$ cat config.mk
export PLATFORM = sky130hd
export DESIGN_NAME = ahb_decoder_mux
export DESIGN_NICKNAME = d
export VERILOG_FILES = /design/src/rtl/ahb_decoder_mux.sv
export SDC_FILE = /design/constraint.sdc
export NUM_CORES = 1
export LEC_CHECK = 0
export ABC_AREA = 1
export CORE_MARGIN = 2
export CORE_UTILIZATION = 32
export CTS_CLUSTER_SIZE = 12
export DETAILED_ROUTE_END_ITERATION = 16
export GPL_ROUTABILITY_DRIVEN = 1
export PLACE_DENSITY_LB_ADDON = 0.3
export SLEW_MARGIN = 20
export SYNTH_ARGS = -nofsm -noshare
export SYNTH_HDL_FRONTEND = slang
export SYNTH_SLANG_ARGS = --single-unit
$ cat constraint.sdc
create_clock -name HCLK -period 2 [get_ports HCLK]
set_input_delay 0.6 -clock HCLK [delete_from_list [all_inputs] [get_ports HCLK]]
set_output_delay 0.6 -clock HCLK [all_outputs]
set_load 0.02 [all_outputs]
$ cat src/rtl/ahb_decoder_mux.sv
// ahb_decoder_mux: AHB address decode, registered response mux, default slave and wait-state watchdog
module ahb_decoder_mux #(
   parameter logic [31:0] S0_BASE = 32'h0000_0000,
   parameter logic [31:0] S0_MASK = 32'hFFFF_F000,
   parameter logic [31:0] S1_BASE = 32'h0000_1000,
   parameter logic [31:0] S1_MASK = 32'hFFFF_F000,
   parameter logic [31:0] S2_BASE = 32'h0000_2000,
   parameter logic [31:0] S2_MASK = 32'hFFFF_F000,
   parameter int TIMEOUT = 16,
   parameter int W_CNT = 16
) (
   input  logic        HCLK,
   input  logic        HRESET,
   input  logic [31:0] HADDR,
   input  logic [1:0]  HTRANS,
   output logic        o_HSEL_s0,
   output logic        o_HSEL_s1,
   output logic        o_HSEL_s2,
   input  logic [31:0] s0_HRDATA,
   input  logic [31:0] s1_HRDATA,
   input  logic [31:0] s2_HRDATA,
   input  logic [1:0]  s0_HRESP,
   input  logic [1:0]  s1_HRESP,
   input  logic [1:0]  s2_HRESP,
   input  logic        s0_HREADY,
   input  logic        s1_HREADY,
   input  logic        s2_HREADY,
   output logic [31:0] o_HRDATA,
   output logic [1:0]  o_HRESP,
   output logic        o_HREADY,
   input  logic        i_timeout_clr,
   output logic        o_timeout_flag
);
   typedef enum logic [1:0] {FWD, ERR1, ERR2} state_t;
   localparam logic [1:0] SEL_S0 = 2'd0, SEL_S1 = 2'd1, SEL_S2 = 2'd2, SEL_DEF = 2'd3;
   state_t            state, nxt;
   logic [1:0]        a_sel, d_sel, s_resp;
   logic              d_act, m0, m1, m2, s_ready, wait_st, abort, unused_trans0;
   logic [31:0]       s_rdata;
   logic [W_CNT-1:0]  cnt;
   assign m0 = (HADDR & S0_MASK) == S0_BASE;
   assign m1 = (HADDR & S1_MASK) == S1_BASE;
   assign m2 = (HADDR & S2_MASK) == S2_BASE;
   assign o_HSEL_s0 = m0;
   assign o_HSEL_s1 = !m0 && m1;
   assign o_HSEL_s2 = !m0 && !m1 && m2;
   assign a_sel = m0 ? SEL_S0 : m1 ? SEL_S1 : m2 ? SEL_S2 : SEL_DEF;
   assign unused_trans0 = HTRANS[0];
   assign s_ready = d_sel == SEL_S0 ? s0_HREADY : d_sel == SEL_S1 ? s1_HREADY : d_sel == SEL_S2 ? s2_HREADY : 1'b1;
   assign s_resp  = d_sel == SEL_S0 ? s0_HRESP  : d_sel == SEL_S1 ? s1_HRESP  : d_sel == SEL_S2 ? s2_HRESP  : 2'b00;
   assign s_rdata = d_sel == SEL_S0 ? s0_HRDATA : d_sel == SEL_S1 ? s1_HRDATA : d_sel == SEL_S2 ? s2_HRDATA : 32'd0;
   assign wait_st = state == FWD && d_act && d_sel != SEL_DEF && !s_ready;
   assign abort = TIMEOUT != 0 && wait_st && cnt == W_CNT'(TIMEOUT - 1);
   // response selection and error sequencing; the first ERROR cycle is driven straight from FWD
   always_comb begin
      nxt = state;
      o_HREADY = s_ready;
      o_HRESP = s_resp;
      o_HRDATA = s_rdata;
      if (state == ERR2) begin
         o_HREADY = 1'b1;
         o_HRESP = 2'b01;
         o_HRDATA = 32'd0;
         nxt = FWD;
      end else if (state == ERR1 || (d_sel == SEL_DEF && d_act) || abort) begin
         o_HREADY = 1'b0;
         o_HRESP = 2'b01;
         o_HRDATA = 32'd0;
         nxt = ERR2;
      end
   end
   // state, data-phase target, watchdog count and sticky abort flag
   always_ff @(posedge HCLK) begin
      if (HRESET) begin
         state <= FWD;
         d_sel <= SEL_DEF;
         d_act <= 1'b0;
         cnt <= '0;
         o_timeout_flag <= 1'b0;
      end else begin
         state <= nxt;
         if (o_HREADY && state != ERR1) begin
            d_sel <= a_sel;
            d_act <= HTRANS[1];
         end
         cnt <= o_HREADY ? '0 : (wait_st && cnt != '1) ? cnt + 1'b1 : cnt;
         o_timeout_flag <= abort || (o_timeout_flag && !i_timeout_clr);
      end
   end
endmodule
# After elaboration in Yosys (flattened, before gate mapping)
# Index checks and enable logic that the tools add are counted.
[totals] elab_cells=53 latch_bits=0 register_bits=21 mem_bits_ro=0 memories=0 out_inout_bits=39 mem_bits_rw=0 in_bits=142
[classes] shifts=0 eq_ne=8 reduce_logical=21 add_sub_neg=1 n_lt_le_gt_ge=0 multipliers=0 n_bitwise=0 div=0 n_mux=18
[ops] operator="$mux W32" count=5
[ops] operator="$logic_not A32 Y1" count=1
[ops] operator="$eq A20 B1 Y1 const B" count=1
[ops] operator="$eq A20 B2 Y1 const B" count=1
[ops] operator="$add A16 B1 Y16 const B" count=1
[ops] operator="$eq A16 B4 Y1 const B" count=1
[ops] operator="$ne A16 B16 Y1 const B" count=1
[ops] operator="$mux W2" count=7
[ops] operator="$logic_and A1 B1 Y1" count=10
[ops] operator="$mux W1" count=6
[ops] operator="$eq A2 B2 Y1 const B" count=2
[ops] operator="$logic_not A1 Y1" count=4
[ops] operator="$logic_not A2 Y1" count=2
[ops] operator="$reduce_or A2 Y1" count=2
[ops] operator="$eq A2 B1 Y1 const B" count=1
[ops] operator="$logic_or A1 B1 Y1" count=2
[ops] operator="$ne A2 B2 Y1 const B" count=1

# Depth between registers and ports, before layout
# Gate-level depths: netlist of run 1.
[depth] ltp_word=11 depth_mapped=10 ltp_nobuf=9

# Worst setup path before layout of run 1
# OpenSTA, ideal clock, no wires.
[synth_path] kind="input to output" start="input s1_HREADY" end="output o_HRDATA[0]" stages=8 required_ps=1400 t_arrival_ps=1544 n_path_buf=0 slack_ps=-144 path_cell_list="nand2_1 -> nand2_1 -> o21ai_2 -> nand3_4 -> inv_2 -> nand2_2 -> nand2_4 -> nor3_1"
[synth_via] elab_chain_cells=8
[synth_lines] element="start: declaration" line="26" source="input logic s1_HREADY,"
[synth_lines] element="$mux W1 (2 in a row)" line="49" source="assign s_ready = d_sel == SEL_S0 ? s0_HREADY : d_sel == SEL_S1 ? s1_HREADY : d_sel == SEL_S2 ? s2_HREADY : 1'b ..."
[synth_lines] element="$logic_not A1 Y1" line="52" source="assign wait_st = state == FWD && d_act && d_sel != SEL_DEF && !s_ready;"
[synth_lines] element="$logic_and A1 B1 Y1" line="52"
[synth_lines] element="$logic_and A1 B1 Y1" line="53" source="assign abort = TIMEOUT != 0 && wait_st && cnt == W_CNT'(TIMEOUT - 1);"
[synth_lines] element="$logic_or A1 B1 Y1" line="65" source="end else if (state == ERR1 || (d_sel == SEL_DEF && d_act) || abort) begin"
[synth_lines] element="$mux W32" line="65"
[synth_lines] element="$mux W32" line="60" source="if (state == ERR2) begin"
[synth_lines] element="end: declaration" line="28" source="output logic [31:0] o_HRDATA,"
# No other way between the ends.

# Final worst setup path of run 1
[layout_path] start="register cnt[1]" end="output o_HRDATA[28]"
[layout_via] elab_chain_cells=5
[layout_lines] element="start: declaration" line="40" source="logic [W_CNT-1:0] cnt;"
[layout_lines] element="start signal: assignment" line="86" source="cnt <= o_HREADY ? '0 : (wait_st && cnt != '1) ? cnt + 1'b1 : cnt;"
[layout_lines] element="$eq A16 B4 Y1" line="53"
[layout_lines] element="$logic_and A1 B1 Y1" line="53"
[layout_lines] element="$logic_or A1 B1 Y1" line="65"
[layout_lines] element="$mux W32" line="65"
[layout_lines] element="$mux W32" line="60"
# No other way between the ends.

==> results of run 1 <==
-- layout make-up --
cell class | count | area (um^2)
clock inverters | 1 | 5.00
repair buffers | 229 | 2230
well taps | 99 | 124
multi-input cells | 366 | 2070
clock buffers | 3 | 41.3
inverters | 35 | 134
fillers | 616 | 2290
diodes | 1 | 2.50
flip-flops and latches | 21 | 430
-- metal layers --
metal,part of all wire,vias to the layer above
li1,-,1838
met4,0.037,0
met2,0.50,162
met3,0.073,33
met1,0.39,1705
met5,0,-
-- synthesized netlist by cell type (all sizes together), types with 4 or more instances --
master,instances,area [um^2]
clkbuf,6,22.5
dfxtp,21,420
nand2,171,677
nor3,9,75.1
o21ai,14,73.8
xor2,4,35.0
nand4,8,50.1
a21oi,27,173
nor2,67,308
inv,34,128
buf,15,109
nand3,58,308
-- state kept, by name, summed over array words and instances (netlist names) --
name and flops:
cnt 16, d_sel 2, state 1, o_timeout_flag 1, d_act 1
-- metrics by stage --
| stage | setup WS [ns] | power (mW) | util |
|---|---|---|---|
| 3_5_place_dp | -1.23 | 2.04 | 0.645 |
| 3_3_place_gp | -1.19 | 2.01 | 0.645 |
| 2_1_floorplan | -0.143 | 1.29 | - |
| 6_report | -0.411 | 2.50 | 0.687 |
| 4_1_cts | -0.410 | 2.45 | 0.670 |
| 5_1_grt | -0.481 | 2.64 | 0.687 |
-- critical path, delay by kind of cell (launching register included) --
family | cells | cell delay (ns)
buffers and inverters | 3 | 0.32
AND/OR/NAND/NOR | 6 | 0.73
adder cells (fa/ha/maj) | 1 | 0.14
flip-flops | 1 | 0.36
-- where the power goes --
part	internal [mW]	switching [mW]	leakage (nW)	total, mW
registers	0.435	0.0256	0.171	0.460
clock network	0.139	0.147	0.0255	0.287
logic	0.869	0.882	1.85	1.75
-- kinds of logic after synthesis --
group / count (synthesis)
buf+inv: 56
fa+ha+maj: 1
simple gates: 314
flops: 21
xor+xnor: 7
compound gates: 43
-- what timing repair did --
action | in CTS | in global routing
cloned | 2 | 0
endpoints found under the hold margin | 0 | 0
endpoints found under the setup margin | 38 | 38
setup buffers | 6 | 2
gates resized for setup | 307 | 34
pin swaps | 25 | 22
-- worst paths after layout --
path / cells past startpoint / to
max: 10 / o_HRDATA[28]
min: 2 / o_timeout_flag
max reg2reg: 10 / o_timeout_flag
min reg2reg: 2 / o_timeout_flag
==> flow_summary.yaml, run 1 <==
status:
  status: "finished, violations left"
  violations: "negative setup slack"
synth:
  synth-simple-area-share: 0.583
  synth-xor-area-share: 0.0251
  async_flop_share: 0
  synth_edf_count: 0
  syn_nets: 585
  ys_types: 32
  synthMuxAreaShare: 0
  synth_top_family_by_area: "simple AND/OR/NAND/NOR gates"
  avgSynthCellArea_um2: 5.53
  yosysSeqAreaShare: 0.172
  ys_warn_count: 0
  ys_ff_latch: 21
  synthAdderAreaFrac: 0.00512
  netlist_instances: 442
  synth_compound_area_frac: 0.107
  netlist_area_um2: 2440
  synth_ff_type: "dfxtp_1"
floorplan:
  fp.dieH_um: 91.4
  fp.dieW_um: 91.4
  rows: 31
  core_area_um2: 7330
  die_area_um2: 8350
  ios: 181
  start_util: 0.334
grt:
  grt_usage: 0.259
  grt_max_degree: 30
  gr-usage-met1: 0.293
  grt_use_met3: 0.0598
  busiest_layer: "met2"
  grt-ovfl-total: 0
  antenna_found_initial: 1
  grt_pass1_wl_um: 17800
  grtUsageMet2: 0.471
  grt_pass1_vias: 3638
clock_tree:
  clock_sinks: 21
  clockBufferDepth: 2
  htreeDepth: 1
  insertion_delay_ns: 0.27
  cts_tree: "yes"
  hold_buffers: 0
  numCtsBuffers: 3
  clkTransAtPathRegs_ns: 0.08
  root_buffer: "clkbuf_8"
timing:
  grt_setup_unrepaired: "yes"
  max_freq_mhz: 415
  skew_ns: 0.0102
  final_max_slew_viol_count: 0
  fin_crit_sh: 1.21
  whs_ns: 0.477
  relSlewSlack: 0.779
  worst_slack_ns: -0.411
  finalSetupViolCount: 34
  hold_violations: 0
  worst_pin_slew_ns: 0.332
  min_period_ns: 2.41
  final.setup.tns_ns: -12.90
routing:
  via_per_inst: 4.95
  first_pass_iters: 4
  wl_per_cell_um: 14.6
  drt_wl_total_um: 11000
  drc: 0
  ant_nets: 0
  drt_iter0_markers: 127
  vias: 3738
cells_and_area:
  final_common_cell: "nand2_1"
  instances_no_fill: 755
  fin_nets: 799
  post-route-cell-area_um2: 5040
  drive_above_1_share: 0.325
  areaGrowthSynthToFinish_pct: 106
  layout_common_cells: "156 x nand2_1, 106 x clkdlybuf4s50_1, 57 x buf_4, 55 x nand3_1, 42 x buf_6"
placed_design:
  dp_cells: 740
  post-dp-hpwl_um: 8350
  gp_congestion: 0.902
  port_buffers: 167
  placed_cell_area_um2: 4730
worst_setup_path:
  critPathLaunch: "cnt[1]"
  rrSetupSlack_ns: 0.38
  worstPathMaxFanout: 7
  end_kind: "primary output"
  crit_slowest_cell: "dfxtp_2"
  r2r-start: "cnt[1]"
  required_ns: 1.40
  critPathKind: "flop to primary output"
  crit_path_cell_trace: "ha_4, inv_2, nor2_4, nand4_1, nor2_4, nand2_8, nand2_8, buf_12, nor2_2, buf_6"
  cpPeakStageDelay_ns: 0.36
  startpoint_type: "flop"
  arrival_ns: 1.81
flow_run:
  drv_cap: 0
hold_path:
  min-delay-path-class: "flop to flop"
  min-delay-start: "o_timeout_flag"
power_and_ir_drop:
  ir_drop_mv: 0.235
  p_leak_nw: 2.05
  power_density_nw_per_um2: 496
Note: power is estimated with default switching activity, not from simulation.
==> run 2: changes to the inputs <==
Settings changed: CORE_AREA from default to 2 2 70 72, CORE_MARGIN 2 to default, CORE_UTILIZATION 32 to default, DIE_AREA from default to 0 0 72 74, DONT_BUFFER_PORTS from default to 1.
==> run 2 against run 1 <==
Against the previous run: the flow still finishes with violations (negative setup slack); global-route usage grew 5.2 points; power down 16%; clock skew decreased by 0.0024 ns; routed wire length fell by 23%; maximum frequency increased by 4.0%; sequential share of layout area rose by 4.0 points; critical endpoint is now o_HRDATA[31].
==> flow_summary.yaml, run 2 (synthesized netlist as in run 1, its figures left out) <==
status:
  status: "finished, violations left"
  violations: "negative setup slack"
floorplan:
  fp.dieH_um: 74
  start_util: 0.532
  ios: 181
  rows: 25
  fp.dieW_um: 72
  core_area_um2: 4600
  die_area_um2: 5330
timing:
  worst_pin_slew_ns: 0.469
  relSlewSlack: 0.687
  skew_ns: 0.00777
  final_max_slew_viol_count: 0
  fin_crit_sh: 1.16
  worst_slack_ns: -0.319
  min_period_ns: 2.32
  max_freq_mhz: 431
  hold_violations: 0
  whs_ns: 0.383
  finalSetupViolCount: 34
  grt_setup_unrepaired: "yes"
worst_setup_path:
  worstPathMaxFanout: 5
  required_ns: 1.40
  crit_slowest_cell: "dfxtp_2"
  critPathKind: "flop to primary output"
  end_kind: "primary output"
  startpoint_type: "flop"
  cpPeakStageDelay_ns: 0.36
  arrival_ns: 1.72
  crit_path_cell_trace: "ha_4, inv_2, nor2_4, nand4_1, nor2_2, nand2_4, nand2_8, buf_12, nor3_2, buf_4"
grt:
  grt-ovfl-total: 0
  grt_max_degree: 30
  grt_pass1_wl_um: 13000
  grt_usage: 0.311
  antenna_found_initial: 0
  grt_pass1_vias: 2856
clock_tree:
  clockBufferDepth: 2
  clock_sinks: 21
  root_buffer: "clkbuf_8"
  insertion_delay_ns: 0.27
  numCtsBuffers: 3
  htreeDepth: 1
  hold_buffers: 0
  clkTransAtPathRegs_ns: 0.09
  cts_tree: "yes"
cells_and_area:
  layout_common_cells: "158 x nand2_1, 55 x nand3_1, 44 x buf_4, 33 x nor2_1, 26 x inv_1"
  fin_nets: 644
  final_common_cell: "nand2_1"
  largest_reg_flops: 16
  areaGrowthSynthToFinish_pct: 40.7
  n_antenna_cell: 0
  reg.largest.list: "cnt (16), d_sel (2)"
  top_register: "cnt"
  drive_above_1_share: 0.324
flow_run:
  drv_cap: 0
routing:
  first_pass_iters: 5
  via_per_inst: 5.65
  drc: 0
  vias: 3131
  wl_per_cell_um: 15.4
  drt_wl_total_um: 8540
  ant_nets: 0
  drt_iter0_markers: 170
power_and_ir_drop:
  p_leak_nw: 1.39
  ir_drop_mv: 0.311
  power_density_nw_per_um2: 613
hold_path:
  min-delay-path-class: "input port to flop"
placed_design:
  gp_congestion: 0.866
  port_buffers: 0
  post-place-ws_ns: -0.148
  post-dp-hpwl_um: 6580
run 2: cell types whose count changed in the layout (fill, tap and decap cells not counted), sizes merged, moves of 2 or more:
cell and delta:
buf -42, clkdlybuf4s50 -106, clkdlybuf4s15 -2, dlygate4sd2 -4
run 2: cell type report:
cell class | count | area [um^2]
multi-input combinational | 365 | 1990
fill | 357 | 1160
timing repair buffer | 75 | 766
sequential | 21 | 430
inverter | 35 | 139
tap | 54 | 67.6
clock buffer | 3 | 41.3
clock inverter | 1 | 7.51
run 2: worst paths after layout:
path	endpoint	startpoint	slack (ns)	cells after the start
hold / removal	d_act	HRESET	0.38	1
setup reg to reg	cnt[4]	cnt[0]	0.15	11
setup / recovery	o_HRDATA[31]	cnt[0]	-0.32	10
hold reg to reg	d_act	d_act	0.51	2
run 2: per-stage QoR:
stage	total power [mW]	instance area (um^2)	cells	setup TNS [ns]	utilization
6_report	2.11	3440	554	-9.60	0.748
5_1_grt	2.23	3440	554	-12.07	0.748
4_1_cts	2.05	3350	550	-8.58	0.728
3_5_place_dp	1.57	3050	534	-2.98	0.663
3_3_place_gp	1.55	3050	534	-2.30	0.663
2_1_floorplan	1.29	2630	442	-1.70	-
run 2: worst max-delay path, delay by kind of cell (launching register included):
family / cells / cell delay, ns
DFF: 1 / 0.36
adders and majority gates: 1 / 0.14
and+or+nand+nor: 6 / 0.60
buffers and inverters: 3 / 0.34
run 2: routing by layer:
layer / GRT usage / vias to the layer above / share of wire
li1: - / 1526 / -
met1: 0.347 / 1406 / 0.37
met2: 0.531 / 170 / 0.47
met3: 0.157 / 29 / 0.14
met4: 0.0839 / 0 / 0.018
met5: 0 / - / 0
run 2: what timing repair did:
item                                    4_1_cts  5_1_grt
resized for setup                            34       14
buffers inserted                             11        3
gates cloned                                  1        1
pin swaps                                     3        6
endpoints found under the setup margin       35       36
run 2: where the power goes:
part / internal [mW] / switching (mW)
sequential: 0.434 / 0.0231
clock: 0.141 / 0.156
combinational: 0.573 / 0.780
